$ cat config.mk
export PLATFORM = sky130hd
export DESIGN_NAME = discrete_values_table_loader
export DESIGN_NICKNAME = d
export VERILOG_FILES = /design/src/rtl/discrete_values_table_loader.sv
export SDC_FILE = /design/constraint.sdc
export NUM_CORES = 1
export LEC_CHECK = 0
export ABC_CLOCK_PERIOD_IN_PS = 2400
export CAP_MARGIN = 20
export CORE_ASPECT_RATIO = 1.1
export CORE_MARGIN = 2
export CORE_UTILIZATION = 45
export DETAILED_ROUTE_END_ITERATION = 10
export PLACE_DENSITY = 0.71
export SKIP_LAST_GASP = 1
export SYNTH_ARGS = -nofsm -noshare
export SYNTH_HDL_FRONTEND = slang
export SYNTH_SLANG_ARGS = --single-unit
export TNS_END_PERCENT = 50
$ cat constraint.sdc
create_clock -name in_clock -period 2.4 [get_ports in_clock]
set_input_delay 0.48 -clock in_clock [delete_from_list [all_inputs] [get_ports in_clock]]
set_output_delay 0.48 -clock in_clock [all_outputs]
set_load 0.005 [all_outputs]
$ cat src/rtl/discrete_values_table_loader.sv
// Run-time loader for the discrete values table: takes a header and then that many range entries,
// and turns them into table write strobes plus one choice-count write per variable.
module discrete_values_table_loader #(
  parameter int MAX_BIT_WIDTH_OF_INTEGER_VARIABLE = 8,
  parameter int MAX_BIT_WIDTH_OF_VARIABLES_INDEX  = 8,
  parameter int MAX_BIT_WIDTH_OF_DISCRETE_CHOICES = 4
) (
  input  logic                                                                  in_clock,
  input  logic                                                                  in_reset_n,
  input  logic                                                                  in_header_valid,
  output logic                                                                  out_header_ready,
  input  logic [MAX_BIT_WIDTH_OF_VARIABLES_INDEX-1:0]                           in_variable_index,
  input  logic [MAX_BIT_WIDTH_OF_DISCRETE_CHOICES:0]                            in_number_of_choices,
  input  logic                                                                  in_value_valid,
  output logic                                                                  out_value_ready,
  input  logic [MAX_BIT_WIDTH_OF_INTEGER_VARIABLE-1:0]                          in_start,
  input  logic [MAX_BIT_WIDTH_OF_INTEGER_VARIABLE-1:0]                          in_end,
  input  logic                                                                  in_abort,
  output logic                                                                  out_write_enable,
  output logic [MAX_BIT_WIDTH_OF_VARIABLES_INDEX+MAX_BIT_WIDTH_OF_DISCRETE_CHOICES-1:0] out_write_address,
  output logic [2*MAX_BIT_WIDTH_OF_INTEGER_VARIABLE-1:0]                        out_write_data,
  output logic                                                                  out_count_write_enable,
  output logic [MAX_BIT_WIDTH_OF_VARIABLES_INDEX-1:0]                           out_count_variable_index,
  output logic [MAX_BIT_WIDTH_OF_DISCRETE_CHOICES:0]                            out_number_of_choices,
  output logic                                                                  out_done,
  output logic                                                                  out_error
);

  localparam int W = MAX_BIT_WIDTH_OF_INTEGER_VARIABLE;
  localparam int V = MAX_BIT_WIDTH_OF_VARIABLES_INDEX;
  localparam int C = MAX_BIT_WIDTH_OF_DISCRETE_CHOICES;
  localparam logic [C:0] MAX_CHOICES = {1'b1, {C{1'b0}}};

  typedef enum logic [0:0] {IDLE, LOAD} state_t;

  state_t         state, state_nx;
  logic [V-1:0]   var_idx;
  logic [C:0]     count;
  logic [C-1:0]   count_m1;
  logic [C-1:0]   choice_cnt;

  logic           hdr_legal_p0;
  logic           hdr_acc_p0;
  logic           val_acc_p0;
  logic           last_p0;

  logic           wr_en_p1;
  logic [V+C-1:0] wr_addr_p1;
  logic [2*W-1:0] wr_data_p1;
  logic           cnt_wr_p1;
  logic [V-1:0]   cnt_var_p1;
  logic [C:0]     cnt_num_p1;
  logic           done_p1;
  logic           error_p1;

  // Inverted ranges are stored swapped so the table always holds {low, high}.
  function automatic logic [2*W-1:0] order_range(input logic [W-1:0] a, input logic [W-1:0] b);
    return (a <= b) ? {a, b} : {b, a};
  endfunction

  assign hdr_legal_p0 = (in_number_of_choices != '0) && (in_number_of_choices <= MAX_CHOICES);

  always_ff @(posedge in_clock or negedge in_reset_n) begin
    if (!in_reset_n) state <= IDLE;
    else             state <= state_nx;
  end

  always_comb begin
    state_nx   = state;
    hdr_acc_p0 = 1'b0;
    val_acc_p0 = 1'b0;
    last_p0    = 1'b0;
    if (in_abort) begin
      state_nx = IDLE;
    end else begin
      case (state)
        IDLE: if (in_header_valid) begin
          hdr_acc_p0 = 1'b1;
          if (hdr_legal_p0) state_nx = LOAD;
        end
        LOAD: if (in_value_valid) begin
          val_acc_p0 = 1'b1;
          last_p0    = (choice_cnt == count_m1);
          if (last_p0) state_nx = IDLE;
        end
        default: state_nx = IDLE;
      endcase
    end
  end

  // Readies depend on state only; reset forces them low while it is asserted.
  assign out_header_ready = in_reset_n && (state == IDLE);
  assign out_value_ready  = in_reset_n && (state == LOAD);

  // p0 -> p1: accepted header/entry registered into table and count writes
  always_ff @(posedge in_clock or negedge in_reset_n) begin
    if (!in_reset_n) begin
      var_idx    <= '0;
      count      <= '0;
      count_m1   <= '0;
      choice_cnt <= '0;
      wr_en_p1   <= 1'b0;
      wr_addr_p1 <= '0;
      wr_data_p1 <= '0;
      cnt_wr_p1  <= 1'b0;
      cnt_var_p1 <= '0;
      cnt_num_p1 <= '0;
      done_p1    <= 1'b0;
      error_p1   <= 1'b0;
    end else begin
      wr_en_p1  <= val_acc_p0;
      cnt_wr_p1 <= val_acc_p0 && last_p0;
      done_p1   <= val_acc_p0 && last_p0;
      if (in_abort) choice_cnt <= '0;
      if (hdr_acc_p0) begin
        if (hdr_legal_p0) begin
          var_idx    <= in_variable_index;
          count      <= in_number_of_choices;
          count_m1   <= C'(in_number_of_choices - 1'b1);
          choice_cnt <= '0;
        end else begin
          error_p1 <= 1'b1;
        end
      end
      if (val_acc_p0) begin
        wr_addr_p1 <= {var_idx, choice_cnt};
        wr_data_p1 <= order_range(in_start, in_end);
        choice_cnt <= last_p0 ? '0 : choice_cnt + 1'b1;
        if (last_p0) begin
          cnt_var_p1 <= var_idx;
          cnt_num_p1 <= count;
        end
      end
    end
  end

  assign out_write_enable         = wr_en_p1;
  assign out_write_address        = wr_addr_p1;
  assign out_write_data           = wr_data_p1;
  assign out_count_write_enable   = cnt_wr_p1;
  assign out_count_variable_index = cnt_var_p1;
  assign out_number_of_choices    = cnt_num_p1;
  assign out_done                 = done_p1;
  assign out_error                = error_p1;

endmodule

# --- Yosys cells after proc, flatten, opt, wreduce, memory -nomap -nowiden ---
# Cells that the tools add are included.
# W data, S select, Z words.
word_totals:
  ff_bits: 66
  inputBits: 34
  output_inout_bits: 47
  word_cells: 48
op_classes:
  n_addsub: 2
  magnitude_cmp: 2
  n_eq_ne: 1
  n_mux: 21
  bitwise: 2
  n_reduce_logical: 8
ops:
  columns: ["cell", "n"]
  rows:
  - ["$mux W4", 5]
  - ["$mux W16", 1]
  - ["$mux W1", 14]
  - ["$le A8 B8 Y1", 1]
  - ["$reduce_and A2 Y1", 3]
  - ["$le A5 B5 Y1 const B", 1]
  - ["$reduce_bool A5 Y1", 1]
  - ["$add A4 B1 Y4 const B", 1]
  - ["$eq A4 B4 Y1", 1]
  - ["$logic_and A1 B1 Y1", 4]
  - ["$sub A4 B1 Y4 const B", 1]
  - ["$not A1 Y1", 2]
  - ["$pmux W1 S2", 1]

# --- Longest topological paths before layout ---
depth:
  depth_word: 6
  ltp_mapped: 9
  mapped_depth_nobuf: 7

# --- Worst setup path before layout ---
# No wires, ideal clock.
synth_path:
  path_kind: "in2reg"
  start: "in in_end[5]"
  end: "reg wr_data_p1[10], in the netlist out_write_data[10]"
  setup_time_ns: 0.141
  arrival_time_ns: 2.025
  required_ns: 2.259
  setup_slack_ns: 0.234
  cell_stages: 9
  path_buffers: 2
  cell_sequence: "inv_1 -> ha_1 -> a211oi_2 -> nor2_1 -> or4_1 -> buf_2 -> buf_6 -> nand3_1 -> a31oi_1"
synth_between:
  elab_chain_cells: 2
synth_rtl:
  columns: ["item", "line", "rtl"]
  rows:
  - ["start: declaration", "17", "input logic [MAX_BIT_WIDTH_OF_INTEGER_VARIABLE-1:0] in_end,"]
  - ["$le A8 B8 Y1", "58", "return (a <= b) ? {a, b} : {b, a};"]
  - ["$mux W16", "58", null]
  - ["end signal: assignment", "127", "wr_data_p1 <= order_range(in_start, in_end);"]
  - ["end: declaration", "49", "logic [2*W-1:0] wr_data_p1;"]
# Every way passes these cells.
# A chain may end at the register's enable or synchronous reset.

# --- Final worst setup path ---
layout_path:
  start: "in in_end[5]"
  end: "reg wr_data_p1[8], in the netlist out_write_data[8]"
# Same word-level chain as after synthesis.

==> results.json <==
{
  "ys_seq_area_frac": 0.547,
  "min_period_over_period": 0.954,
  "synth_top_cell_by_area": "dfrtp_1",
  "gr-usage-all-layers": 0.189,
  "slew_headroom": 0.465,
  "row_count": 31,
  "critPathKind": "input port to register",
  "core_area_sq_um": 6560,
  "route.met2.wl_um": 3320,
  "start_util": 0.461,
  "crit_start": "in_end[5]",
  "detail-route-antenna-nets": 0,
  "slowest_stage": "or4_1",
  "rsz0062_at_grt": "false",
  "grt_pass1_vias": 2383,
  "synthesis.area_sq_um": 3020,
  "post-place-ws_ps": -297,
  "clock_sinks": 66,
  "routed-wl-met3_um": 213,
  "drt-pass1-iter-count": 4,
  "num_vias": 2392,
  "ir_worst_vdd_v": 0.000555,
  "worstSkewPairLatency_ps": 330,
  "synth.most_common_cell": "dfrtp_1",
  "min_path_type": "input port to asynchronous set/reset pin",
  "numPortBuffers": 80,
  "arrival_ps": 2500,
  "status": "complete, no violations",
  "fin_nets": 418,
  "cts_root_buf": "clkbuf_8",
  "cts_tree": "done",
  "maxCapViolCount": 0,
  "grt_max_degree": 67,
  "yosys_warnings": 0,
  "ys_ff_latch": 66,
  "endpoint_kind": "register",
  "cts_max_level": 3,
  "syn-num-nets": 308,
  "die_width_um": 82.1,
  "clk_path_buf_depth": 2,
  "hold_buffers": 0,
  "cts_repair_resize_count": 0,
  "p_per_area_nw_per_um2": 821,
  "syn_inst": 264,
  "finalSetupTns_ps": 0,
  "numCtsBuffers": 9,
  "final.setup_skew_ps": 10.9,
  "cp_num_cells": 9,
  "rrSetupSlack_ps": 420,
  "postSynth.asyncResetShare": 1.00,
  "crit_required_ps": 2610,
  "via_per_inst": 5.20,
  "wl_per_cell_um": 13.8,
  "design_area_sq_um": 4310,
  "synth_common_cells": "dfrtp_1, mux2_2, o21ai_0",
  "routabilityCongestion": 0.827,
  "synth-edff-count": 0,
  "max_freq_mhz": 437,
  "area_delta_synth_final_pct": 42.6,
  "period_needed_ps": 2290,
  "synthTopCellsByArea": "dfrtp_1, mux2_2, ha_1",
  "drv_slew": 0,
  "fillers": 551,
  "avgSynthCellArea_sq_um": 11.4,
  "p_total_mw": 3.54,
  "num_io_pins": 81,
  "crit_family": "simple AND/OR/NAND/NOR gates",
  "drtIter0Drc": 98,
  "grt_overflow": 0,
  "critPathBufInv": 3,
  "antenna_cells": 0,
  "r2r_cells": 5,
  "leakagePower_nw": 1.94,
  "top_layer": "met4",
  "drive_gt1_frac": 0.235,
  "report.final.hold_viol_count": 0,
  "postCtsSetupBuffers": 0,
  "grt_pass1_wl_um": 10800,
  "synth_ff_type": "dfrtp_1",
  "worstMarginPinSlew_ps": 802,
  "dpl-instance-area_sq_um": 4130,
  "critical_path.cell_chain": "clkdlybuf4s50_1 -> inv_1 -> ha_1 -> a211oi_2 -> nor2_1 -> or4_1 -> buf_6 -> nand3_1 -> a31oi_1",
  "finalSetupViolCount": 0,
  "yosysUniqueCellTypes": 37,
  "r2r_start": "choice_cnt[1]$_DFF_PN0_",
  "wirelength_um": 6350,
  "wl_met1_um": 2720,
  "max_stage_delay_ps": 530,
  "die_area_sq_um": 7380,
  "synth_top_cell_area_share": 0.547,
  "dieHeight_um": 89.9,
  "crit_path_start_kind": "input port",
  "fin_hold_ws_ps": 395,
  "drc": 0,
  "path_max_fanout": 16,
  "hpwl_um": 4680,
  "antenna_found_initial": 0,
  "setup_ws_ps": 111,
  "cts.clk_slew.worst_paths_ps": 70
}
[cells by family (layout without fill, tap and decap cells)]
group / after synthesis / in the layout / synth area share
flops: 66 / 66 / 0.547
simple gates: 64 / 64 / 0.104
compound gates: 52 / 52 / 0.105
mux: 37 / 37 / 0.138
buf+inv: 27 / 141 / 0.0422
fa+ha+maj: 10 / 10 / 0.0414
xor+xnor: 8 / 8 / 0.0232
[report_power, final]
part / total [mW] / internal (mW) / switching, mW / leakage [nW]
Combinational: 1.13 / 0.752 / 0.375 / 1.03
Clock: 0.798 / 0.397 / 0.401 / 0.0814
Sequential: 1.61 / 1.43 / 0.188 / 0.821
[worst register-to-register path, delay by kind of cell (launching register included)]
kind          cells  cell delay [ps]
xor+xnor          1              160
buf+inv           1              230
flops             1              440
mux               1              370
simple gates      2              660
[state kept, by name, summed over array words and instances (netlist names)]
register	count
out_write_enable	1
out_write_data	16
choice_cnt	4
count_m1	4
count	5
state	1
out_write_address	12
out_number_of_choices	5
out_count_variable_index	8
out_error	1
var_idx	8
out_done	1
[layout by cell type (no fill, tap or decap), types with 2 or more instances in the layout]
cell / count
ha_1: 10
nor3_1: 2
nand3_1: 16
a22o_1: 2
buf_12: 3
a21o_1: 2
dfrtp_1: 66
and2_1: 4
xor2_1: 4
clkbuf_8: 10
nor2_1: 18
clkinvlp_4: 2
nor2b_1: 2
nand2_1: 13
mux2_2: 36
buf_4: 30
inv_1: 12
a21oi_1: 2
a31oi_1: 16
o21ai_0: 24
nand4_1: 2
clkdlybuf4s50_1: 79
xnor2_1: 4
[layout make-up]
type | instances | area [sq um] | share of cell area
Tap cell | 82 | 103 | 0.0238
Multi-Input combinational cell | 171 | 1250 | 0.289
Timing Repair Buffer | 114 | 1090 | 0.254
Sequential cell | 66 | 1650 | 0.383
Clock buffer | 11 | 141 | 0.0328
Clock inverter | 4 | 28.8 | 0.00668
Inverter | 12 | 45.0 | 0.0105
[per-stage QoR]
step | utilization | cells
after global routing | 0.657 | 460
after floorplan | - | 264
final | 0.657 | 460
after CTS | 0.657 | 460
after detailed placement | 0.631 | 445
after global placement | 0.631 | 445
[routing by layer]
| metal | vias up | GRT usage |
|---|---|---|
| li1 | 1153 | - |
| met1 | 1174 | 0.239 |
| met2 | 59 | 0.315 |
| met3 | 6 | 0.0341 |
| met4 | 0 | 0.0750 |
| met5 | - | 0 |
[final timing paths]
kind	to
max	out_write_data[8]$_DFFE_PN0P_
min in group in_clock	count[0]$_DFFE_PN0P_
max reg2reg	out_number_of_choices[3]$_DFFE_PN0P_
min	count[3]$_DFFE_PN0P_
max in group asynchronous	count_m1[2]$_DFFE_PN0P_
min reg2reg	count[0]$_DFFE_PN0P_
Note: power is estimated with default switching activity, not from simulation.
==> RTL edit 1: new RTL, same flow settings <==
Make the reset (`in_reset_n`) synchronous in 2 clocked blocks.
--- a/src/rtl/discrete_values_table_loader.sv
+++ b/src/rtl/discrete_values_table_loader.sv
@@ -60,7 +60,7 @@
 
   assign hdr_legal_p0 = (in_number_of_choices != '0) && (in_number_of_choices <= MAX_CHOICES);
 
-  always_ff @(posedge in_clock or negedge in_reset_n) begin
+  always_ff @(posedge in_clock) begin
     if (!in_reset_n) state <= IDLE;
     else             state <= state_nx;
   end
@@ -93,7 +93,7 @@
   assign out_value_ready  = in_reset_n && (state == LOAD);
 
   // p0 -> p1: accepted header/entry registered into table and count writes
-  always_ff @(posedge in_clock or negedge in_reset_n) begin
+  always_ff @(posedge in_clock) begin
     if (!in_reset_n) begin
       var_idx    <= '0;
       count      <= '0;
Check against the original RTL: differs if in_reset_n is asserted again (counterexample within 4 cycles, from zero or initial values and one cycle with in_reset_n low); with in_reset_n held inactive, the same outputs for 10 cycles.
==> RTL edit 1 against the unedited design <==
Final area is 5.6% higher. Sequential cell count stayed put. Synthesized area increased by 3.8%. Worst setup slack got worse by 0.044 ns. Wire length up 27%. Die area increased by 3.6%. Sequential share of layout area shrank 9.3 points. Highest routed layer unchanged.
Power is not compared: it rests on default switching activity, and its combinational part moved more than twofold at a synthesized area within 25%.
==> RTL edit 1: results (changes against the unedited design) <==
[die]
die_w_um = 83.6  ; +1.8%

[final_layout]
nets = 478  ; +14%
n_clock_buffer = 10  ; -1
clock_area_share_pct = 4.79  ; +0.84 points
design.seq.count = 66  ; unchanged
num-multi-input-gates = 225  ; +32%
non_clock_buffer_area_share_pct = 25.0  ; -0.32 points
syn2layout_area_growth_pct = 45.1
sh_seq_area_pct = 29.1  ; -9.3 points
multi_input_area_sq_um = 1720  ; +38%

[setup_path]
crit_arrival_ns = 2.56  ; +0.06 ns
reg2reg_depth = 6  ; +1
cpPeakStageDelay_ns = 0.48  ; -0.05 ns
ff2ff_setup_slack_ns = 0.63  ; +0.21 ns
r2r-start = choice_cnt[1]
critPathSlowestCell = clkdlybuf4s50_1
r2r_end = out_count_variable_index[4]

[global_routing]
grtUsageTotal_pct = 21.1  ; +2.2 points
grt_max_degree = 44  ; -34%
grt_pass1_vias = 2709  ; +14%

[yosys]
synthTopCellsByCount = dfxtp_1, nand2_1, nor2b_1
synth_xor_area_share_pct = 2.23  ; -0.085 points
synth_compound_area_share_pct = 22.7  ; +12 points
yosysSeqAreaShare_pct = 42.1  ; -13 points
synth_fp_nets = 369  ; +20%
synthDistinctLibCells = 42  ; +14%
synth.area.mux_share_pct = 8.34  ; -5.4 points
synthTopCellsByArea = dfxtp_1, mux2i_1, nor2b_1
avgSynthCellArea_sq_um = 9.65  ; -16%
synth_fa_ha_area_share_pct = 3.99  ; -0.15 points

[placed_design]
dp_cells = 503  ; +13%
gp_congestion = 0.884  ; +6.8%
place_area_sq_um = 4240  ; +2.6%
place_ws_ns = -0.367  ; -0.0704 ns

[pwr]
ir_worst_vdd_mv = 0.418

[timing]
whs_ns = 0.461  ; +0.0657 ns
slew_headroom_pct = 65.0  ; +18 points
clock_skew_ns = 0.00388  ; -0.00707 ns

[route]
vias = 2787  ; +17%
wl_per_cell_um = 15.5  ; +12%
drt_iter0_markers = 125  ; +28%

[min_path]
min_path_type = reg -> reg

[run_status]
outcome = completed

==> RTL edit 1: changes by cell type after synthesis, moves of 13 or more <==
cell,delta
nand2_1,+18
mux2_2,-35
o22ai_1,+16
nor2b_1,+28
dfxtp_1,+66
a31oi_1,-16
nor2_1,-14
mux2i_1,+24
dfrtp_1,-66
nand3_1,-14
a21boi_0,+13
==> RTL edit 1: worst max-delay path by stage <==
stage	start	end	slack, ns	cells after the start
after floorplan	in_end[5]	out_write_data[10]	0.18	9
after global placement	in_end[5]	out_write_data[4]	-0.31	9
after detailed placement	in_end[5]	out_write_data[15]	-0.37	9
after CTS	in_end[5]	out_write_data[15]	0.0006	9
after global routing	in_end[1]	out_write_data[7]	0.01	9
final	in_end[5]	out_write_data[0]	0.07	9
==> RTL edit 1: routing by layer <==
metal | part of all wire, % | routed length [um] | up-vias | track usage, %
met2 | 50 | 4000 | 83 | 34.8
li1 | - | - | 1377 | -
met5 | 0 | 0 | - | 0
met4 | 1.2 | 99 | 0 | 8.06
met3 | 4.1 | 333 | 9 | 3.55
met1 | 45 | 3630 | 1318 | 27.6
==> RTL edit 1: repair_timing <==
action	4_1_cts	5_1_grt
buffers inserted	0	2
resized for setup	0	14
setup endpoints to repair	0	16
==> RTL edit 1: report_power, final <==
part / leakage (nW) / internal, mW / switching [mW]
logic: 1.05 / 0.201 / 0.171
clock network: 0.107 / 0.589 / 0.453
registers: 0.534 / 1.12 / 0.0165
total: 1.69 / 1.91 / 0.640
==> RTL edit 1: critical path: cells and delay by family <==
family	cells	cell delay, ns
fa+ha+maj	1	0.21
compound gates	4	0.72
simple gates	1	0.42
buf+inv	3	0.71
==> RTL edit 2: new RTL, same flow settings <==
Made on the original files. Set the parameter `MAX_BIT_WIDTH_OF_INTEGER_VARIABLE` to 9 (it was 8).
--- a/src/rtl/discrete_values_table_loader.sv
+++ b/src/rtl/discrete_values_table_loader.sv
@@ -1,7 +1,7 @@
 // Run-time loader for the discrete values table: takes a header and then that many range entries,
 // and turns them into table write strobes plus one choice-count write per variable.
 module discrete_values_table_loader #(
-  parameter int MAX_BIT_WIDTH_OF_INTEGER_VARIABLE = 8,
+  parameter int MAX_BIT_WIDTH_OF_INTEGER_VARIABLE = 9,
   parameter int MAX_BIT_WIDTH_OF_VARIABLES_INDEX  = 8,
   parameter int MAX_BIT_WIDTH_OF_DISCRETE_CHOICES = 4
 ) (
Interface: changed (resized in_end, in_start and out_write_data); port bits go from 81 to 85. The function was not compared with the original's and may differ.
==> RTL edit 2 against the unedited design <==
Total power increased by 5.2%. Sequential share of layout area decreased by 0.64 points. Register-to-register slack improved by 0.09 ns. Final area increased by 4.8%. Wire length increased by 12%. Synthesized area increased by 1.4%. Worst setup slack got worse by 0.064 ns. Sequential cell count increased by 2.
==> RTL edit 2: results (changes against the unedited design) <==
[placed_design]
port_buffers = 84  ; +5.0%
place_ws_ns = -0.368  ; -0.0711 ns
dp_hpwl_mm = 4.90  ; +4.8%
gp_congestion = 0.768  ; -7.2%
place_area_sq_um = 4240  ; +2.5%

[setup_path]
cp-endpoint = out_write_data[4]
r2r_end = out_count_variable_index[7]
r2r-start = choice_cnt[2]
crit_family = compound AO/OA/AOI/OAI gates
reg2reg_depth = 6  ; +1
startpoint = in_start[5]
cpPeakStageDelay_ns = 0.47  ; -0.06 ns
crit_arrival_ns = 2.58  ; +0.08 ns
ff2ff_setup_slack_ns = 0.51  ; +0.09 ns

[route]
drt_iter0_markers = 97  ; -1.0%
vias = 2368  ; -1.0%

[yosys]
synthTopCellsByCount = dfrtp_1, nand2_1, mux2_2
synth_fp_nets = 301  ; -2.3%
synth_edf_count = 0  ; unchanged
syn_inst = 254  ; -3.8%
synthTopCellsByArea = dfrtp_1, mux2_2, nand2_1

[final_layout]
nets = 421  ; +0.72%
drive_above_1_share_pct = 26.1  ; +2.6 points
fin_cells = 461  ; +0.22%
largest_register_ffs = 18  ; +2

[pwr]
clock_power_share_pct = 26.2  ; +3.6 points
seqPwrFrac_pct = 43.6  ; -2.0 points
swShare_pct = 27.3  ; about the same
p_leak_nw = 2.12  ; +9.6%
ir_worst_vdd_mv = 0.528  ; -4.8%

[timing]
slew_headroom_pct = 57.3  ; +11 points
clock_skew_ns = 0.0101  ; -0.000828 ns
whs_ns = 0.112  ; -0.283 ns
period_share_pct = 98.0  ; +2.6 points

[global_routing]
grt_max_degree = 53  ; -21%
grt_pass1_wl_mm = 11.4  ; +5.5%
grtUsageTotal_pct = 20.2  ; +1.3 points

[run_status]
outcome = completed

-- RTL edit 2: logic make-up after synthesis --
logic type / after synthesis / share of synthesized area, %
flops: 68 / 55.5
simple gates: 74 / 12.0
fa+ha+maj: 11 / 4.49
xor+xnor: 8 / 2.29
buf+inv: 24 / 4.16
mux: 28 / 10.3
compound gates: 41 / 11.3
-- RTL edit 2: layout make-up --
class	instances	area (sq um)	area share [%]
Multi-Input combinational cell	162	1300	28.8
Clock buffer	9	124	2.74
Sequential cell	68	1700	37.7
Timing Repair Buffer	121	1160	25.7
Inverter	12	45.0	0.998
Tap cell	82	103	2.27
Clock inverter	7	82.6	1.83
-- RTL edit 2: layer usage --
layer | wire (um) | GRT usage [%] | up-vias
met5 | 0 | 0 | -
met4 | 55 | 4.51 | 0
met3 | 457 | 7.70 | 7
met2 | 3560 | 33.3 | 66
met1 | 3030 | 25.0 | 1158
li1 | - | - | 1137
